==> config.mk <==
export PLATFORM = sky130hd
export DESIGN_NAME = prio_grant_arbiter
export DESIGN_NICKNAME = d
export VERILOG_FILES = /design/src/rtl/prio_grant_arbiter.sv
export SDC_FILE = /design/constraint.sdc
export NUM_CORES = 1
export LEC_CHECK = 0
export BUFFER_PORTS_ARGS = -buffer_cell sky130_fd_sc_hd__buf_2
export CAP_MARGIN = 20
export CORE_AREA = 4 4 54 56
export CTS_CLUSTER_DIAMETER = 30
export DETAILED_ROUTE_END_ITERATION = 10
export DIE_AREA = 0 0 58 60
export PLACE_DENSITY = 0.45
export SETUP_SLACK_MARGIN = 0.5
export SYNTH_ARGS = -nofsm -noshare
export SYNTH_HDL_FRONTEND = slang
export SYNTH_SLANG_ARGS = --single-unit
==> constraint.sdc <==
create_clock -name clk -period 0.9 [get_ports clk]
set_input_delay 0.045 -clock clk [delete_from_list [all_inputs] [get_ports clk]]
set_output_delay 0.045 -clock clk [all_outputs]
set_load 0.05 [all_outputs]
==> src/rtl/prio_grant_arbiter.sv <==
// Registered N-input priority arbiter with optional round-robin fairness.
// A winner is sampled in IDLE and held in HOLD until the consumer accepts it.
module prio_grant_arbiter #(
  parameter int N  = 8,
  parameter int RR = 0
) (
  input  logic                   clk,
  input  logic                   reset,
  input  logic [N-1:0]           req,
  output logic                   grant_valid,
  input  logic                   grant_ready,
  output logic [$clog2(N)-1:0]   grant_idx,
  output logic [N-1:0]           grant_onehot,
  output logic                   none
);

  localparam int W = $clog2(N);

  typedef enum logic [0:0] {
    ST_IDLE = 1'b0,
    ST_HOLD = 1'b1
  } state_t;

  state_t         state_q, state_d;
  logic           valid_q, valid_d;
  logic [W-1:0]   idx_q, idx_d;
  logic [N-1:0]   onehot_q, onehot_d;
  logic           none_q, none_d;
  logic [W-1:0]   last_q, last_d;
  logic [W-1:0]   winner_s;

  // Descending search from the start index, wrapping 0 -> N-1 explicitly so
  // non-power-of-two N never yields an index >= N.
  function automatic logic [W-1:0] pick_winner(input logic [N-1:0] r,
                                                input logic [W-1:0] lst);
    int             start;
    int             pos;
    logic           found;
    logic [W-1:0]   pick;
    pick  = '0;
    found = 1'b0;
    if ((RR != 0) && (lst != '0)) begin
      start = int'(lst) - 1;
    end else begin
      start = N - 1;
    end
    for (int k = 0; k < N; k++) begin
      pos = start - k;
      if (pos < 0) begin
        pos = pos + N;
      end else begin
        pos = pos;
      end
      if (!found && r[pos]) begin
        found = 1'b1;
        pick  = pos[W-1:0];
      end else begin
        found = found;
      end
    end
    return pick;
  endfunction

  function automatic logic [N-1:0] to_onehot(input logic [W-1:0] idx);
    logic [N-1:0] one;
    one = {{(N-1){1'b0}}, 1'b1};
    return one << idx;
  endfunction

  assign winner_s = pick_winner(req, last_q);

  // State register.
  always_ff @(posedge clk) begin
    if (reset) begin
      state_q <= ST_IDLE;
    end else begin
      state_q <= state_d;
    end
  end

  // Next-state logic.
  always_comb begin
    state_d = state_q;
    case (state_q)
      ST_IDLE: begin
        if (req != '0) begin
          state_d = ST_HOLD;
        end else begin
          state_d = ST_IDLE;
        end
      end
      ST_HOLD: begin
        if (grant_ready) begin
          state_d = ST_IDLE;
        end else begin
          state_d = ST_HOLD;
        end
      end
      default: state_d = ST_IDLE;
    endcase
  end

  // Output/datapath next values; last only advances on an accepted grant.
  always_comb begin
    valid_d  = valid_q;
    idx_d    = idx_q;
    onehot_d = onehot_q;
    none_d   = none_q;
    last_d   = last_q;
    case (state_q)
      ST_IDLE: begin
        if (req != '0) begin
          idx_d    = winner_s;
          onehot_d = to_onehot(winner_s);
          valid_d  = 1'b1;
          none_d   = 1'b0;
        end else begin
          valid_d  = 1'b0;
          onehot_d = '0;
          none_d   = 1'b1;
        end
      end
      ST_HOLD: begin
        if (grant_ready) begin
          valid_d  = 1'b0;
          onehot_d = '0;
          last_d   = idx_q;
        end else begin
          valid_d  = 1'b1;
        end
      end
      default: begin
        valid_d  = 1'b0;
        onehot_d = '0;
      end
    endcase
  end

  // Output registers; reset wins over a coincident handshake.
  always_ff @(posedge clk) begin
    if (reset) begin
      valid_q  <= 1'b0;
      idx_q    <= '0;
      onehot_q <= '0;
      none_q   <= 1'b0;
      last_q   <= '0;
    end else begin
      valid_q  <= valid_d;
      idx_q    <= idx_d;
      onehot_q <= onehot_d;
      none_q   <= none_d;
      last_q   <= last_d;
    end
  end

  assign grant_valid  = valid_q;
  assign grant_idx    = idx_q;
  assign grant_onehot = onehot_q;
  assign none         = none_q;

endmodule

# [Word level (Yosys, flattened, before mapping)]
# Cells that the tools add are included.
[word_totals] ram_bits=0 romBits=0 out_inout_bits=13 regBits=13 memories=0 latch_bits=0
[classes] n_reduce_logical=16 n_div=0 n_mux=22 shifts=1 bitwise_logic=1 magnitude_cmp=0 n_mul=0 n_addsub=0 eq_ne=1
[op_table] op="two-way mux 3 bit" n=8
[op_table] op="two-way mux 8 bit" n=2
[op_table] op="case mux 8 bit (2 select lines)" n=1
[op_table] op="two-way mux 1 bit" n=10
[op_table] op="nonzero test 8 bit" n=1
[op_table] op="left shift 1 x 3 -> 8 bit (first input constant)" n=1
[op_table] op="logical AND 1 bit" n=7
[op_table] op="logical NOT 1 bit" n=7
[op_table] op="inequality test 2 bit (second input constant)" n=1
[op_table] op="case mux 1 bit (2 select lines)" n=1
[op_table] op="AND reduction 2 bit" n=1
[op_table] op="inverter 1 bit" n=1

# [Logic depth before layout (Yosys ltp)]
# Gate-level depths: netlist of run 1.
[logic_depth] ltp_word=25 depth_mapped=4 depth_no_buf=4

# [Worst setup path before layout of run 1]
# OpenSTA, ideal clock, no wires.
[synth_timing] path_type="reg2reg" startpoint="reg state_q" endpoint="reg onehot_q[0] (netlist: grant_onehot[0])" slack_ns=-0.459 setup_time_ns=0.060 t_arrival_ns=1.299 path_stages_with_launch=3 cell_sequence="dfxtp_1 > nor3b_1 > a22o_1"
[synth_between] elab_chain_len=2 word_cells_on_any_way=3 cone_classes="eq/ne: 1; mux: 1; bitwise: 1"
[synth_lines] element="from (decl)" line_no="24" text="state_t state_q, state_d;"
[synth_lines] element="from (signal assigned)" line_no="77" text="state_q <= state_d;"
[synth_lines] element="inverter 1 bit" line_no="110" text="case (state_q)"
[synth_lines] element="case mux 8 bit (2 select lines)" line_no="110"
[synth_lines] element="to (signal assigned)" line_no="150" text="onehot_q <= onehot_d;"
[synth_lines] element="to (decl)" line_no="27" text="logic [N-1:0] onehot_q, onehot_d;"
# Parallel ways exist; a longest one is shown, timed or not.
# A chain may end at the register's enable or synchronous reset.

# [Worst setup path after layout of run 1]
# Same ends and word-level chain as after synthesis.

==> results.md, run 1 <==
- The number of slew-limit violations in the final report is 0.
- The DRC violation count after routing is 0.
- The setup TNS after final layout is -565 ps.
- No sink is reached through more buffers than the 2 on the longest clock path.
- The critical path's slowest cell is sky130_fd_sc_hd__dfxtp_4.
- The number of global-route vias before repair is between 600 and 700.
- The post-route minimum period is between 900 and 1000 ps.
- The largest total area in the synthesized netlist belongs to sky130_fd_sc_hd__dfxtp_1.
- After detailed routing, the average wire length per cell comes to 12.8 um.
- The checks that failed: negative setup slack.
- The placed cell count is about 120.
- The largest stage delay on the critical path is 370 ps.
- The total number of clock tree sinks is 13.
- From left edge to right edge, the die measures between 50 and 60 um.
- The synthesis warning total is 0.
- In the synthesized netlist the dominant register cell turns out to be sky130_fd_sc_hd__dfxtp_1.
- The global router's overall resource usage is 10.7%.
- The vertical extent of the die is around 60 um.
- The worst hold slack is ~55 ps.
- The final worst-path cycle share is 108%.
- The fraction of the yosys area taken by sequential cells is between 40 and 50%.
- The vias after detailed routing is ~620.
- For this run, asynchronously set or reset flops after synthesis account for 0%.
- Port buffering added 23 buffers.
- The worst endpoint required time is about 1100 ps.
- The share of final-layout standard cells stronger than drive strength 1 is between 60% and 70%.
- The synthesized design contains 13 register bits.
- TritonCTS created 3 clock buffers.
- The type of origin of the critical path is a flip-flop.
- Wires add up to around 1700 um.
- Detailed placement ended at an HPWL of around 1300 um.
- The routed via count divided by cell count is ~4.7.
- The worst-case IR drop observed on VDD is around 0.0007 V.
- The multi-input combinational cells in the finished layout cover a total of around 370 sq um.
- Entering global routing, the biggest net connects 8 pins.
- The pre-antenna-repair detailed-routing pass consisted of 4 iterations.
- Compared with the post-synthesis result, the final layout area differs by 91.7%.
- Total power for the finished layout comes to between 0.001 and 0.0015 W.
- Once layout is complete, the utilization of the core stands at 46.2%.
- The clock reaches the later pin of the worst-skew pair after about 270 ps.
- The cell area after synthesis is 587 sq um.
- For this design the ratio of total power to cell area is between 1000 and 1500 mW/mm^2.
- TritonCTS built the clock tree.
- The flow ran to the end, but the final reports show violations.
- The cell chosen for the clock root is sky130_fd_sc_hd__clkbuf_4.
- The final count of hold timing violations is 0.
- When the netlist entered floorplanning its net count stood at 73.
- The analysis attributes to cell leakage a power of approximately 0.46 nW.
- The pin slew with the least headroom to its limit is between 300 and 400 ps.
- The number of antenna repair diodes is 0.
- Across all setup checks in the final design, the least slack found is -67.9 ps.
- Based on the critical path, the design can be clocked at up to around 1.0 GHz.
- The first-pass GRT wire length is 2820 um.
- The relative max-transition margin is 76.8%.
- Synthesis handed over a netlist of between 60 and 70 instances.
- Pin placement for this block handled 24 I/O pins.
- The aggregate global routing overflow is 0.
- Counting flops with a built-in enable in the synthesized netlist gives 0.
- The count of filler cells inserted in the layout is 239.
- The die covers between 0.003 and 0.004 sq mm.
- The number of maximum-capacitance violations is 0.
- The class of the most critical hold timing path is in -> reg.
- The number of non-filler instances in the completed layout is around 130.
- The total of endpoints with negative setup slack in the final report is 13.
- The final RePlAce weighted congestion is between 0.7 and 0.8.
- Averaged over all synthesized cells, the footprint is 9.46 sq um.
- At the end of the flow, the number of nets in the layout was 114.
- The cell with the most instances after synthesis is sky130_fd_sc_hd__dfxtp_1.
- After synthesis, the largest area contributor takes up around 44% of total cell area.
- The post-CTS clock slew at the launch and capture registers of the worst setup and hold paths is 80 ps.
- For this configuration, the core starts out at a cell density of ~24%.
- In the post-synthesis netlist, the biggest area contributors are sky130_fd_sc_hd__dfxtp_1, sky130_fd_sc_hd__nor4_4, sky130_fd_sc_hd__nor2_1.
- In this run the core area contains 18 standard-cell rows.
- Setup repair after global routing could not meet its margin everywhere.
- The number of H-tree levels is 1.
- The sequential cell area in the final layout is between 300 and 400 sq um.
- The number of DRC violations after detailed-routing iteration 0 is 11.
- Counting instances in the post-synthesis netlist gives the leading cell types as sky130_fd_sc_hd__dfxtp_1, sky130_fd_sc_hd__nor2_1, sky130_fd_sc_hd__a21oi_1.
- The signal on the critical path passes through buf_6 -> nor3b_4 -> a22o_1.
- Data arrives at the worst endpoint at roughly 1100 ps.
- The initial antenna violation count came to 0.
- The top fanout value on the critical path is 5.
- The setup skew after layout is 2.31 ps.
- The type of element capturing the critical path is a flip-flop.
- After synthesis, the netlist uses 27 different library cells.
- The critical setup path kind is reg -> reg.
- The region available for standard cell placement spans 0.00243 sq mm.
- In this run the remaining antenna-violating nets after routing total 0.
placed cells by master (no fill, tap or decap):
cell | netlist | routed
sky130_fd_sc_hd__a21oi_2 | 1 | 3
sky130_fd_sc_hd__nand3_1 | 1 | 1
sky130_fd_sc_hd__nand2b_4 | 0 | 1
sky130_fd_sc_hd__nor4bb_4 | 0 | 1
sky130_fd_sc_hd__buf_8 | 0 | 13
sky130_fd_sc_hd__nand2_1 | 2 | 2
sky130_fd_sc_hd__inv_1 | 3 | 3
sky130_fd_sc_hd__nor4b_4 | 0 | 1
sky130_fd_sc_hd__nor2_2 | 0 | 3
sky130_fd_sc_hd__nor3_2 | 1 | 1
sky130_fd_sc_hd__o31a_1 | 1 | 1
sky130_fd_sc_hd__nand2_2 | 1 | 1
sky130_fd_sc_hd__o21ai_0 | 2 | 1
sky130_fd_sc_hd__o32a_1 | 1 | 1
sky130_fd_sc_hd__nor4_4 | 2 | 2
sky130_fd_sc_hd__buf_6 | 0 | 4
sky130_fd_sc_hd__o31ai_1 | 1 | 1
sky130_fd_sc_hd__nand3b_1 | 1 | 1
sky130_fd_sc_hd__buf_4 | 0 | 11
sky130_fd_sc_hd__a22o_1 | 4 | 4
sky130_fd_sc_hd__dfxtp_4 | 0 | 11
sky130_fd_sc_hd__clkbuf_1 | 1 | 1
sky130_fd_sc_hd__o21ai_1 | 0 | 1
sky130_fd_sc_hd__or2_4 | 0 | 1
sky130_fd_sc_hd__nor3b_4 | 0 | 1
sky130_fd_sc_hd__a21oi_1 | 6 | 4
sky130_fd_sc_hd__nor2_1 | 10 | 7
sky130_fd_sc_hd__clkbuf_4 | 0 | 3
sky130_fd_sc_hd__a31oi_1 | 2 | 2
sky130_fd_sc_hd__buf_2 | 1 | 10
sky130_fd_sc_hd__and2_1 | 1 | 1
sky130_fd_sc_hd__o311a_1 | 1 | 1
sky130_fd_sc_hd__dfxtp_2 | 0 | 2
sky130_fd_sc_hd__a211oi_2 | 1 | 1
layout make-up:
| class | instances | area share, % |
|---|---|---|
| Clock buffer | 4 | 2.34 |
| Inverter | 3 | 1.00 |
| Multi-Input combinational cell | 44 | 33.1 |
| Sequential cell | 13 | 27.0 |
| Tap cell | 30 | 3.34 |
| Timing Repair Buffer | 38 | 33.1 |
routing by layer:
| metal | vias to the layer above | track usage, % | wire length, um |
|---|---|---|---|
| li1 | 306 | - | - |
| met1 | 288 | 13.3 | 757 |
| met2 | 28 | 16.6 | 795 |
| met3 | 2 | 3.67 | 128 |
| met4 | 0 | 4.97 | 7 |
| met5 | - | 0 | 0 |
worst max-delay path: cells and delay by family (launching register included):
kind | cells | cell delay, ps
DFF | 1 | 370
AOI/OAI and AO/OA | 1 | 220
and+or+nand+nor | 1 | 150
buffers and inverters | 1 | 120
cells by family after synthesis:
group,after synthesis,share of synthesized area (%)
buffers and inverters,5,3.41
AND/OR/NAND/NOR,24,27.5
flip-flops,13,44.3
AO/OA/AOI/OAI,20,24.7
metrics by stage:
stage / area, sq um / setup WS, ps
after floorplan: 648 / -56.5
after global placement: 846 / -125
after detailed placement: 846 / -139
after CTS: 1080 / -89.0
after global routing: 1120 / -129
final: 1120 / -67.9
registers in the layout, indices dropped and copies added, names as in the netlist:
name and count:
none 1, state_q 1, grant_idx 3, grant_onehot 8
power by group:
group	internal, W	switching (W)	leakage (nW)
registers	0.000580	0.0000230	0.115
clock network	0.000172	0.000184	0.0150
logic	0.000178	0.000203	0.334
worst paths after layout:
path / slack [ps] / cells past startpoint / from / to
hold reg to reg: 490 / 2 / none$_SDFFE_PP0N_ / none$_SDFFE_PP0N_
hold / removal: 50 / 2 / reset / grant_idx[2]$_SDFFE_PP0P_
setup / recovery: -70 / 3 / state_q$_SDFF_PP0_ / grant_onehot[0]$_SDFFE_PP0P_
setup reg to reg: -70 / 3 / state_q$_SDFF_PP0_ / grant_onehot[0]$_SDFFE_PP0P_
timing repair:
| item | 4_1_cts | 5_1_grt |
|---|---|---|
| resized for setup | 50 | 5 |
| setup buffers | 6 | 1 |
| pin swaps | 8 | 7 |
| setup endpoints to repair | 26 | 26 |
| hold buffers | 0 | 0 |
(Power assumes the default switching activity.)
==> inputs of run 2 (changes only) <==
--- a/config.mk
+++ b/config.mk
@@ -7,11 +7,12 @@
 export LEC_CHECK = 0
 export BUFFER_PORTS_ARGS = -buffer_cell sky130_fd_sc_hd__buf_2
 export CAP_MARGIN = 20
-export CORE_AREA = 4 4 54 56
+export CORE_AREA = 4 4 46 48
 export CTS_CLUSTER_DIAMETER = 30
 export DETAILED_ROUTE_END_ITERATION = 10
-export DIE_AREA = 0 0 58 60
-export PLACE_DENSITY = 0.45
+export DIE_AREA = 0 0 50 52
+export PLACE_DENSITY = 0.6
+export RECOVER_POWER = 25
 export SETUP_SLACK_MARGIN = 0.5
 export SYNTH_ARGS = -nofsm -noshare
 export SYNTH_HDL_FRONTEND = slang
==> run 2 against run 1 <==
Against the previous run: the run ends with negative hold slack, negative setup slack left; clock skew up 1.3 ps; sequential share of layout area rose by 2.8 points; fmax is 0.85% higher; via count decreased by 5.9%; setup slack better by 8.2 ps; global-route usage grew 2.1 points; first-iteration DRC count down 64%.
==> results.md, run 2 (synthesis results as in run 1) <==
- The detailed placer's ending HPWL was 1180 um (was 1260 um).
- The vertical extent of the die came to 52 um (was 60 um).
- The number of stages on the worst setup path is 2 (was 3).
- The critical setup path kind is reg -> reg (unchanged).
- The number of rows created at floorplan is 15 (was 18).
- The critical path's top delay family is flip-flops (unchanged).
- The final worst slack is -59.7 ps (was -67.9 ps).
- The core area came to 0.00171 sq mm (was 0.00243 sq mm).
- The largest stage delay on the critical path came to 450 ps (was 370 ps).
- The post-synthesis to final-layout area growth came to 72.9% (was 91.7%).
- The count of filler cells inserted in the layout came to 160 (was 239).
- The arrival time at the worst endpoint came to 1170 ps (was 1140 ps).
- The worst endpoint required time is 1110 ps (was 1070 ps).
- The clock latency on the worst-skew pair is 270 ps (about the same).
- The total number of clock tree sinks is 13 (unchanged).
- The commonest non-fill, non-tap cell in the layout is sky130_fd_sc_hd__dfxtp_4 (was sky130_fd_sc_hd__buf_8).
- The setup skew after layout is 3.56 ps (was 2.31 ps).
- The die width came to 50 um (was 58 um).
- The DRC violation count after routing is 0 (unchanged).
- The die outline area was 0.00260 sq mm (was 0.00348 sq mm).
- The number of slew-limit violations in the final report was 0 (unchanged).
- Violations in the final reports: negative hold slack, negative setup slack (was negative setup slack).
- Most used cells in the layout excluding fill and tap cells: sky130_fd_sc_hd__dfxtp_4, sky130_fd_sc_hd__buf_2, sky130_fd_sc_hd__buf_4 (was sky130_fd_sc_hd__buf_8, sky130_fd_sc_hd__dfxtp_4, sky130_fd_sc_hd__buf_4).
- The aggregate global routing overflow is 0 (unchanged).
- The type of element capturing the critical path is a flip-flop (unchanged).
- The mean routed wirelength per cell was 12.4 um (was 12.8 um).
- The number of cells traversed by the worst hold path is 2 (unchanged).
- The number of nets at the end of the flow is 108 (was 114).
- Run status: complete, but fails checks (unchanged).
- The initial antenna violation count is 0 (unchanged).
- The reg-to-reg critical path startpoint was state_q$_SDFF_PP0_ (unchanged).
- The first-pass detailed-route iteration total is 4 (unchanged).
- The routed via count divided by cell count is 4.85 (was 4.73).
- Cell chain of the critical path: nor3b_4 -> a22o_1 (was buf_6 -> nor3b_4 -> a22o_1).
- The worst slack after detailed placement is -134 ps (was -139 ps).
- The starting utilization of the core area came to 34.4% (was 24.1%).
- The vias after detailed routing is 587 (was 624).
- The pin slew with the least headroom to its limit came to 397 ps (was 346 ps).
- The number of DRC violations after detailed-routing iteration 0 was 4 (was 11).
- The top fanout value on the critical path was 12 (was 5).
- The number of H-tree levels came to 1 (unchanged).
- The count of input and output buffers is 23 (unchanged).
- The final RePlAce weighted congestion is 0.716 (was 0.750).
- The share of final-layout standard cells stronger than drive strength 1 is 62.5% (was 68.6%).
- The number of antenna repair diodes is 0 (unchanged).
- The peak clock frequency supported by timing is 1.04 GHz (was 1.03 GHz).
- The number of top-level pins was 24 (unchanged).
- The class of the most critical hold timing path is in -> reg (unchanged).
- The worst ir drop on vdd is 0.000684 V (was 0.000680 V).
- The total of endpoints with negative setup slack in the final report is 9 (was 13).
- The remaining antenna violation count was 0 (unchanged).
- The global router's overall resource usage came to 12.8% (was 10.7%).
- The CTS tree is done (unchanged).
- The critical path startpoint is state_q$_SDFF_PP0_ (unchanged).
- The post-CTS clock slew at the launch and capture registers of the worst setup and hold paths is 80 ps (about the same).
- The final worst-path cycle share is 107% (was 108%).
- The depth of the worst register-to-register path came to 2 (was 3).
- The worst hold slack is -5.19 ps (was 54.8 ps).
- The total design power is 0.00130 W (was 0.00134 W).
- The number of buffers created by CTS is 3 (unchanged).
- The utilization after layout is 59.4% (was 46.2%).
- The power per standard cell area came to 1280 mW/mm^2 (was 1190 mW/mm^2).
- The type of origin of the critical path is a flip-flop (unchanged).
- The post-route minimum period is 960 ps (was 968 ps).
- The cell chosen for the clock root is sky130_fd_sc_hd__clkbuf_4 (unchanged).
- The critical hold path startpoint was reset (unchanged).
- The final count of hold timing violations is 1 (was 0).
- The number of maximum-capacitance violations came to 0 (unchanged).
- The first-pass GRT wire length was 2540 um (was 2820 um).
- The critical path's slowest cell is sky130_fd_sc_hd__dfxtp_4 (unchanged).
- Setup repair after global routing missed its margin: true (unchanged).
- The flip-flop count of the largest register after layout is 8 (unchanged).
- The relative max-transition margin is 73.3% (was 76.8%).
- The pin count of the biggest net entering global routing was 13 (was 8).
- The number of global-route vias before repair is 613 (was 632).
- The wire length after detailed routing is 1500 um (was 1690 um).
- The total leakage power came to 0.409 nW (was 0.464 nW).
- The number of buffers on the longest clock path was 2 (unchanged).
- The buffering stage count on the worst path with inverters included is 0 (was 1).
## run 2: worst register-to-register path: stages, from the launching register on
cell,delay (ps)
sky130_fd_sc_hd__dfxtp_4,450
sky130_fd_sc_hd__nor3b_4,290
sky130_fd_sc_hd__a22o_1,170
## run 2: worst paths after layout
path	endpoint	slack, ps
worst min-delay path	grant_idx[2]$_SDFFE_PP0P_	-5
worst min register to register	none$_SDFFE_PP0N_	490
worst max-delay path	grant_onehot[1]$_SDFFE_PP0P_	-60
worst max register to register	grant_onehot[1]$_SDFFE_PP0P_	-60
## run 2: per-layer routing
| metal | share of wire [%] | GRT usage [%] | vias up |
|---|---|---|---|
| met3 | 5.3 | 4.30 | 2 |
| met4 | 0.86 | 5.53 | 0 |
| met1 | 44 | 14.3 | 274 |
| met5 | 0 | 0 | - |
| li1 | - | - | 297 |
| met2 | 50 | 22.2 | 14 |
## run 2: metrics by stage
stage / area (sq um) / std cells / TNS [ps] / hold slack (ps)
6_report: 1010 / 121 / -309 / -5.19
5_1_grt: 1010 / 121 / -971 / -21.3
4_1_cts: 1000 / 120 / -366 / -13.9
3_5_place_dp: 840 / 116 / -952 / 261
3_3_place_gp: 840 / 116 / -632 / 266
2_1_floorplan: 648 / 62 / -405 / 183
## run 2: layout make-up
cell class                 count  area [sq um]  share of cell area, %
timing repair buffer          32           294                   29.0
sequential                    13           303                   29.8
inverter                       3          11.3                   1.11
tap                           25          31.3                   3.08
clock buffer                   4          26.3                   2.59
multi-input combinational     44           349                   34.4
## run 2: where the power goes
part / switching, W / leakage [nW] / internal, W
clock network: 0.000191 / 0.0150 / 0.000171
logic: 0.000181 / 0.280 / 0.000143
registers: 0.0000290 / 0.114 / 0.000580
## run 2: what timing repair did
item,in CTS,in global routing
gates resized for setup,39,4
setup endpoints to repair,26,26
endpoints found under the hold margin,1,1
buffers inserted,0,1
